==> src/rtl/tmr0_pkg.sv <==
// tmr0_pkg: SFR addresses, OPTION/INTCON bit indices, reset values and prescaler mask helper
package tmr0_pkg;
  localparam logic [7:0] ADDR_TMR0   = 8'h01;
  localparam logic [7:0] ADDR_OPTION = 8'h81;
  localparam logic [7:0] ADDR_INTCON = 8'h0B;
  localparam int OPT_T0CS = 5;
  localparam int OPT_T0SE = 4;
  localparam int OPT_PSA  = 3;
  localparam int INT_GIE  = 7;
  localparam int INT_T0IE = 5;
  localparam int INT_T0IF = 2;
  localparam logic [7:0] OPTION_RST = 8'hFF;
  localparam logic [7:0] INTCON_RST = 8'h00;
  function automatic logic [7:0] ps_mask(input logic [2:0] ps);
    return 8'((9'd2 << ps) - 9'd1);
  endfunction
endpackage

==> src/rtl/tmr0_prescaler.sv <==
// tmr0_prescaler: 8-bit event divider (ev in, clr, psa bypass, ps ratio select) producing the TMR0 increment pulse inc
module tmr0_prescaler import tmr0_pkg::*; (
  input  logic       clk,
  input  logic       rst_n,
  input  logic       ev,
  input  logic       clr,
  input  logic       psa,
  input  logic [2:0] ps,
  output logic       inc
);
  logic [7:0] cnt;
  logic match;
  assign match = cnt == ps_mask(ps);
  assign inc = ev & (psa | match);
  always_ff @(posedge clk or negedge rst_n)
    if (!rst_n) cnt <= '0;
    else if (clr || psa) cnt <= '0;
    else if (ev) cnt <= match ? 8'h00 : cnt + 8'h01;
endmodule

==> src/rtl/tmr0_ctrl.sv <==
// tmr0_ctrl: TMR0/OPTION/INTCON sequencer; oscIn/mclr_n clock+async reset, t0cki pin, sfr_* bus, tmr0_q/option_q/t0if/irq status
module tmr0_ctrl import tmr0_pkg::*; #(
  parameter int Q_DIV       = 4,
  parameter int SYNC_STAGES = 2,
  parameter int INHIBIT_TCY = 2
) (
  input  logic       oscIn,
  input  logic       mclr_n,
  input  logic       t0cki,
  input  logic [7:0] sfr_addr,
  input  logic [7:0] sfr_wdata,
  input  logic       sfr_we,
  input  logic       sfr_re,
  output logic [7:0] sfr_rdata,
  output logic       sfr_rvalid,
  output logic [7:0] tmr0_q,
  output logic [7:0] option_q,
  output logic       t0if,
  output logic       irq
);
  localparam int QW = $clog2(Q_DIV);
  logic [QW-1:0] q;
  logic [SYNC_STAGES-1:0] sync;
  logic hist, gie, t0ie, tick, ext_ev, src_ev, inc, ovf;
  logic wr_tmr, wr_opt, wr_int, opt_chg;
  logic [7:0] inhibit, rd_val;
  assign tick    = q == QW'(Q_DIV - 1);
  assign wr_tmr  = sfr_we && sfr_addr == ADDR_TMR0;
  assign wr_opt  = sfr_we && sfr_addr == ADDR_OPTION;
  assign wr_int  = sfr_we && sfr_addr == ADDR_INTCON;
  assign opt_chg = wr_opt && sfr_wdata[3:0] != option_q[3:0];
  assign ext_ev  = option_q[OPT_T0SE] ? hist & ~sync[SYNC_STAGES-1] : sync[SYNC_STAGES-1] & ~hist;
  assign src_ev  = option_q[OPT_T0CS] ? ext_ev : tick;
  assign ovf     = inc && !wr_tmr && tmr0_q == 8'hFF;
  assign irq     = gie & t0ie & t0if;
  assign rd_val  = sfr_addr == ADDR_TMR0   ? tmr0_q :
                   sfr_addr == ADDR_OPTION ? option_q :
                   sfr_addr == ADDR_INTCON ? {gie, 1'b0, t0ie, 2'b00, t0if, 2'b00} : 8'h00;
  tmr0_prescaler u_pre (
    .clk  (oscIn),
    .rst_n(mclr_n),
    .ev   (src_ev && inhibit == 8'h00),
    .clr  (wr_tmr | opt_chg),
    .psa  (option_q[OPT_PSA]),
    .ps   (option_q[2:0]),
    .inc  (inc)
  );
  always_ff @(posedge oscIn or negedge mclr_n)
    if (!mclr_n) begin
      q          <= '0;
      sync       <= '0;
      hist       <= 1'b0;
      inhibit    <= 8'h00;
      tmr0_q     <= 8'h00;
      option_q   <= OPTION_RST;
      gie        <= INTCON_RST[INT_GIE];
      t0ie       <= INTCON_RST[INT_T0IE];
      t0if       <= INTCON_RST[INT_T0IF];
      sfr_rdata  <= 8'h00;
      sfr_rvalid <= 1'b0;
    end else begin
      q          <= q + 1'b1;
      sync       <= {sync[SYNC_STAGES-2:0], t0cki};
      hist       <= sync[SYNC_STAGES-1];
      inhibit    <= wr_tmr ? 8'(INHIBIT_TCY) : tick && inhibit != 8'h00 ? inhibit - 8'h01 : inhibit;
      tmr0_q     <= wr_tmr ? sfr_wdata : inc ? tmr0_q + 8'h01 : tmr0_q;
      option_q   <= wr_opt ? sfr_wdata : option_q;
      gie        <= wr_int ? sfr_wdata[INT_GIE] : gie;
      t0ie       <= wr_int ? sfr_wdata[INT_T0IE] : t0ie;
      t0if       <= ovf | (wr_int ? sfr_wdata[INT_T0IF] : t0if);
      sfr_rdata  <= sfr_re ? rd_val : sfr_rdata;
      sfr_rvalid <= sfr_re;
    end
endmodule

==> config.mk <==
export PLATFORM = sky130hd
export DESIGN_NAME = tmr0_ctrl
export DESIGN_NICKNAME = d
export VERILOG_FILES = /design/src/rtl/tmr0_pkg.sv /design/src/rtl/tmr0_prescaler.sv /design/src/rtl/tmr0_ctrl.sv
export SDC_FILE = /design/constraint.sdc
export NUM_CORES = 1
export LEC_CHECK = 0
export CAP_MARGIN = 5
export CORE_ASPECT_RATIO = 0.75
export CORE_MARGIN = 4
export CORE_UTILIZATION = 52
export DETAILED_ROUTE_END_ITERATION = 6
export PLACE_DENSITY = 0.76
export REMOVE_ABC_BUFFERS = 1
export SLEW_MARGIN = 10
export SYNTH_ARGS = -nofsm -noshare
export SYNTH_HDL_FRONTEND = slang
export SYNTH_SLANG_ARGS = --single-unit
==> constraint.sdc <==
create_clock -name oscIn -period 2.5 [get_ports oscIn]
set_input_delay 0.25 -clock oscIn [delete_from_list [all_inputs] [get_ports oscIn]]
set_output_delay 0.25 -clock oscIn [all_outputs]
set_load 0.02 [all_outputs]
==> impl_metrics.ini, run 1 <==
[timing]
period_share = 0.839
slew_headroom = 0.631
finalCriticalPeriod_ns = 2.10
report.final.hold_viol_count = 0
worstMarginPinSlew_ns = 0.552
clock.fmax_ghz = 0.477
tns_ns = 0
setup_viol = 0
rsz0062_at_grt = no
fin_skew_ns = 0.00500
finalMaxSlewViolations = 0

[floorplan]
dieHeight_um = 69.6
placementRows = 22
die_w_um = 90.2
ios = 48
start_util = 0.538
dieArea_um2 = 6280
core_area_um2 = 4900

[place]
port_buffers = 47
dpl_cell_area_um2 = 3170
dpl.hpwl_um = 4680
gp_congestion = 0.872

[synth]
synthCells = 265
synthArstFlopShare = 1.00
ys_seq_area_frac = 0.469
synth.distinct_cells = 50
ys_warn_count = 0
synth_edf_count = 0
ys_seq_elements = 49
ys.flop_type = dfrtp_1
synthesis.area_um2 = 2630
synth.avg_cell_area_um2 = 9.94

[hold_path]
hold_path_class = reg -> reg

[drt]
routed_wl_um = 6200
drc = 0
ant_nets = 0
dr.pass1.iters = 4
drt_iter0_drc = 131
via_per_inst = 5.74
wl_per_cell_um = 16.5
vias = 2159

[setup_path]
critPathMaxStageDelay_ns = 0.55
path_cells = or4_4 -> o211ai_2 -> and3_4 -> a21oi_4 -> nor4_4 -> xnor2_1 -> o21ai_1
crit_family = simple AND/OR/NAND/NOR gates
crit_arrival_ns = 2.29
slowest_stage = or4_4
r2r_setup_slack_ns = 0.40
path_buf_inv = 0
crit_fanout = 6
crit_type = reg -> reg
critical_path_required_ns = 2.70
critPathCaptureType = register
startpoint_type = register

[cells_and_area]
final_core_util = 0.671
final_cell_area_um2 = 3290
area_delta_synth_final_pct = 24.9
final_layout_size_suffix_gt1_frac = 0.146
fin_nets = 341
n_antenna_cell = 0

[grt]
grt_pass1_wl_um = 10400
grt.total_usage = 0.205
grt_pass1_vias = 2077
antenna_found_initial = 0
grt_max_degree = 19
gr-total-overflow = 0

[cts]
cts_tree = yes
clk_pin_slew_worst_paths_ns = 0.09
htreeDepth = 2
clock_sinks = 49
clkLatencyLatePin_ns = 0.30
cts-root-buf = clkbuf_8
cts_buffers = 5
clock_path_buffers = 2

[run_status]
outcome = completed

[run]
cap_violations = 0

[power]
peakVddDrop_mv = 0.484
cellPowerDensity_nw_per_um2 = 626
p_leak_nw = 1.33
==> metrics by stage <==
| stage | hold WS, ns | total power [mW] | setup slack (ns) | instances |
|---|---|---|---|---|
| after CTS | 0.349 | 2.07 | 0.407 | 376 |
| after global routing | 0.341 | 2.18 | 0.228 | 376 |
| after global placement | 0.192 | 1.49 | 0.437 | 367 |
| final | 0.354 | 2.06 | 0.402 | 376 |
| after floorplan | -0.0456 | 1.31 | 0.456 | 253 |
| after detailed placement | 0.190 | 1.51 | 0.370 | 367 |
==> final timing paths <==
path	end	from	cells past startpoint
worst max-delay path	tmr0_q[6]	u_pre.cnt[6]	7
worst min-delay path	sync[1]	sync[0]	0
worst max register to register	tmr0_q[6]	u_pre.cnt[6]	7
worst min register to register	sync[1]	sync[0]	0
max in group asynchronous	option_q[5]	mclr_n	3
min in group asynchronous	inhibit[6]	mclr_n	2
==> where the power goes <==
group	leakage, nW	switching [mW]	total, mW	internal [mW]
sequential	0.549	0.154	1.06	0.907
clock	0.0552	0.262	0.559	0.297
combinational	0.728	0.217	0.440	0.222
==> area by class of cell <==
type / count / area, um2
Sequential cell: 49 / 1240
Multi-Input combinational cell: 199 / 1320
Tap cell: 60 / 75.1
Clock buffer: 6 / 72.6
Timing Repair Buffer: 55 / 528
Inverter: 5 / 18.8
Fill cell: 402 / 1610
Clock inverter: 2 / 35.0
==> kinds of logic after synthesis <==
logic type,share of synthesized area
compound gates,0.133
xor+xnor,0.0632
fa+ha+maj,0.0238
buf+inv,0.0280
flops,0.469
mux,0.0546
simple gates,0.229
==> cell usage in the layout, fill, tap and decap left out, types with 2 or more instances in the layout <==
cell             Yosys  final
clkdlybuf4s50_1      0     46
dfrtp_1             41     41
nor2_1              28     28
nand2_1             24     24
a21oi_1             20     20
nand3_1             14     14
mux2_2              11     11
xnor2_1             11     11
o21ai_0             10     10
a22oi_1              9      9
xor2_1               8      8
nor3_1               8      8
dfstp_2              8      8
and3_1               7      7
buf_4                2      7
inv_1                5      5
ha_1                 5      5
clkbuf_8             0      5
nand3b_1             4      4
o21ai_1              4      4
nor4_1               3      3
nand4_1              2      2
nor4_4               2      2
a41o_1               2      2
nor3b_1              2      2
mux2i_1              2      2
==> routing by layer <==
metal	GRT usage	routed length, um
met4	0.0543	67
met3	0.0456	374
met5	0	0
met1	0.311	3130
met2	0.294	2620
==> state kept, by name, summed over array words and instances, names as in the netlist <==
register / cells
t0ie: 1
sync: 2
q: 2
option_q: 8
u_pre.cnt: 8
sfr_rdata: 8
inhibit: 8
hist: 1
tmr0_q: 8
t0if: 1
sfr_rvalid: 1
gie: 1
==> repair_timing <==
| item | in CTS | in global routing |
|---|---|---|
| hold endpoints to repair | 15 | 0 |
| hold buffers | 1 | 0 |
| resized for setup | 0 | 0 |
| setup buffers | 0 | 0 |
==> synth_stat cells (2+ instances only) <==
| master | count | area share |
|---|---|---|
| a21oi_1 | 20 | 0.038 |
| a22oi_1 | 9 | 0.026 |
| a41o_1 | 2 | 0.0076 |
| and3_1 | 7 | 0.017 |
| buf_2 | 2 | 0.0038 |
| buf_4 | 2 | 0.0057 |
| clkbuf_1 | 7 | 0.010 |
| dfrtp_1 | 41 | 0.39 |
| dfstp_2 | 8 | 0.080 |
| ha_1 | 5 | 0.024 |
| inv_1 | 5 | 0.0071 |
| mux2_2 | 11 | 0.047 |
| mux2i_1 | 2 | 0.0076 |
| nand2_1 | 24 | 0.034 |
| nand3_1 | 14 | 0.027 |
| nand3b_1 | 4 | 0.011 |
| nand4_1 | 2 | 0.0047 |
| nor2_1 | 28 | 0.040 |
| nor3_1 | 8 | 0.015 |
| nor3b_1 | 2 | 0.0057 |
| nor4_1 | 3 | 0.0071 |
| nor4_4 | 2 | 0.016 |
| o21ai_0 | 10 | 0.019 |
| o21ai_1 | 4 | 0.0076 |
| xnor2_1 | 11 | 0.037 |
| xor2_1 | 8 | 0.027 |
(Power assumes the default switching activity.)
==> run 2, diff against run 1 <==
- CORE_UTILIZATION: 52 -> 47
- PLACE_DENSITY: 0.76 -> 0.73
- clock period: 2.5 -> 1.88 ns (I/O delays scaled with it)
==> impl_metrics.ini, run 2 (synthesis gave the netlist of run 1 again) <==
[cts]
cts-root-buf = clkbuf_8
clock_path_buffers = 2
clkLatencyLatePin_ns = 0.30
clk_pin_slew_worst_paths_ns = 0.09
cts_tree = yes
htreeDepth = 2
clock_sinks = 49
cts_buffers = 5

[setup_path]
crit_type = reg -> reg
startpoint_type = register
crit_start = inhibit[3]
critPathCaptureType = register
r2r_start = inhibit[3]
crit_fanout = 7
critical_path_required_ns = 2.11
slowest_stage = dfrtp_1
crit_family = simple AND/OR/NAND/NOR gates
crit_arrival_ns = 2.21
cp.depth = 8
r2r_cells = 8
critPathMaxStageDelay_ns = 0.40
r2r_setup_slack_ns = -0.11
path_buf_inv = 1
path_cells = nor3_2 -> nand4b_1 -> a311o_1 -> buf_6 -> or3_4 -> a21oi_2 -> a21oi_1 -> nor2_1

[cells_and_area]
layout_commonest_cell = clkdlybuf4s50_1
final_cell_area_um2 = 3710
area_delta_synth_final_pct = 40.8
final_cell_count_no_fill = 427
fin_nets = 377
multi_input_area_um2 = 1440
final_layout_size_suffix_gt1_frac = 0.293
num-fill-cells = 420
n_antenna_cell = 0
final_cell_mix = clkdlybuf4s50_1, dfrtp_1, buf_4
regArea_um2 = 1240

[drt]
ant_nets = 0
route.layer.met1.wl_um = 3440
highest_layer = met4
drc = 0
drt_iter0_drc = 141
wl_per_cell_um = 16.6
met2_length_um = 3160
met3_length_um = 437
routed_wl_um = 7090
via_per_inst = 5.59
dr.pass1.iters = 4
vias = 2386

[timing]
clock.fmax_ghz = 0.503
rsz0062_at_grt = yes
finalCriticalPeriod_ns = 1.99
slew_headroom = 0.606
tns_ns = -0.520
setup_viol = 8
fin_skew_ns = 0.00426
report.final.hold_viol_count = 0
period_share = 1.06
worstMarginPinSlew_ns = 0.589
finalMaxSlewViolations = 0
layout_setup_ws_ns = -0.106

[run_status]
violations = negative setup slack
outcome = finished, violations left

[floorplan]
dieHeight_um = 72.8
core_area_um2 = 5380
placementRows = 23
start_util = 0.489
die_w_um = 94.4
ios = 48
dieArea_um2 = 6880

[place]
gp_congestion = 0.882
port_buffers = 47
dpl_cell_area_um2 = 3420
placed_cells_incl_taps = 409
dpl.hpwl_um = 4960

[power]
p_clk_frac = 0.219
p_leak_nw = 1.52
power_frac_seq = 0.493
cellPowerDensity_nw_per_um2 = 759
power_frac_comb = 0.288
peakVddDrop_mv = 0.409
p_sw_uw = 916
p_total_mw = 2.81
internal-power_mw = 1.90
sw_frac_of_total = 0.326

[grt]
grt_pass1_wl_um = 11200
antenna_found_initial = 0
grt_max_degree = 26
grt.total_usage = 0.209
grt_pass1_vias = 2193
gr-total-overflow = 0

[hold_path]
hold_path_class = in -> reg
min-delay-start = t0cki
whs_path_depth = 1

[run]
cap_violations = 0
[run 2: changes by cell type in the layout (fill, tap and decap cells not counted), moves of 3 or more]
cell	before	now
a21oi_2	0	3
nor3_2	1	6
nor3_1	8	3
o21ai_1	4	8
buf_6	0	4
o21ai_0	10	5
buf_4	7	37
a21oi_1	20	17
nor2_1	28	25
[run 2: area by class of cell]
type | count | area share
Multi-Input combinational cell | 199 | 0.387
Sequential cell | 49 | 0.333
Timing Repair Buffer | 91 | 0.225
Tap cell | 75 | 0.0253
Clock buffer | 6 | 0.0196
Inverter | 5 | 0.00506
Clock inverter | 2 | 0.00405
[run 2: worst paths after layout]
check / endpoint
setup / recovery: u_pre.cnt[6]
hold / removal: sync[0]
setup reg to reg: u_pre.cnt[6]
hold reg to reg: sync[1]
max in group asynchronous: option_q[7]
min in group asynchronous: q[1]
[run 2: power groups by stage]
stage	sequential, mW	combinational, mW	clock (mW)
5_1_grt	1.41	0.888	0.681
6_report	1.39	0.810	0.617
2_1_floorplan	1.43	0.307	0
3_3_place_gp	1.38	0.717	0
4_1_cts	1.37	0.765	0.643
3_5_place_dp	1.39	0.735	0
[run 2: per-layer routing]
metal,vias to the layer above,GRT usage
met2,82,0.300
met5,-,0
met3,6,0.0485
met1,1180,0.325
li1,1118,-
met4,0,0.0401
[run 2: what timing repair did]
item,in CTS,in global routing
resized for setup,16,23
pin swaps,14,12
endpoints found under the setup margin,17,18
hold endpoints to repair,21,0
hold buffers,1,0
setup buffers,4,5
gates cloned,0,0
[run 2: through the flow]
step                       util  hold WS, ns  worst slack (ns)
final                     0.689        0.319            -0.106
after global placement    0.635        0.219           -0.0637
after floorplan               -       -0.108            -0.164
after detailed placement  0.635        0.215            -0.113
after global routing      0.689        0.321            -0.204
after CTS                 0.667        0.310           -0.0734
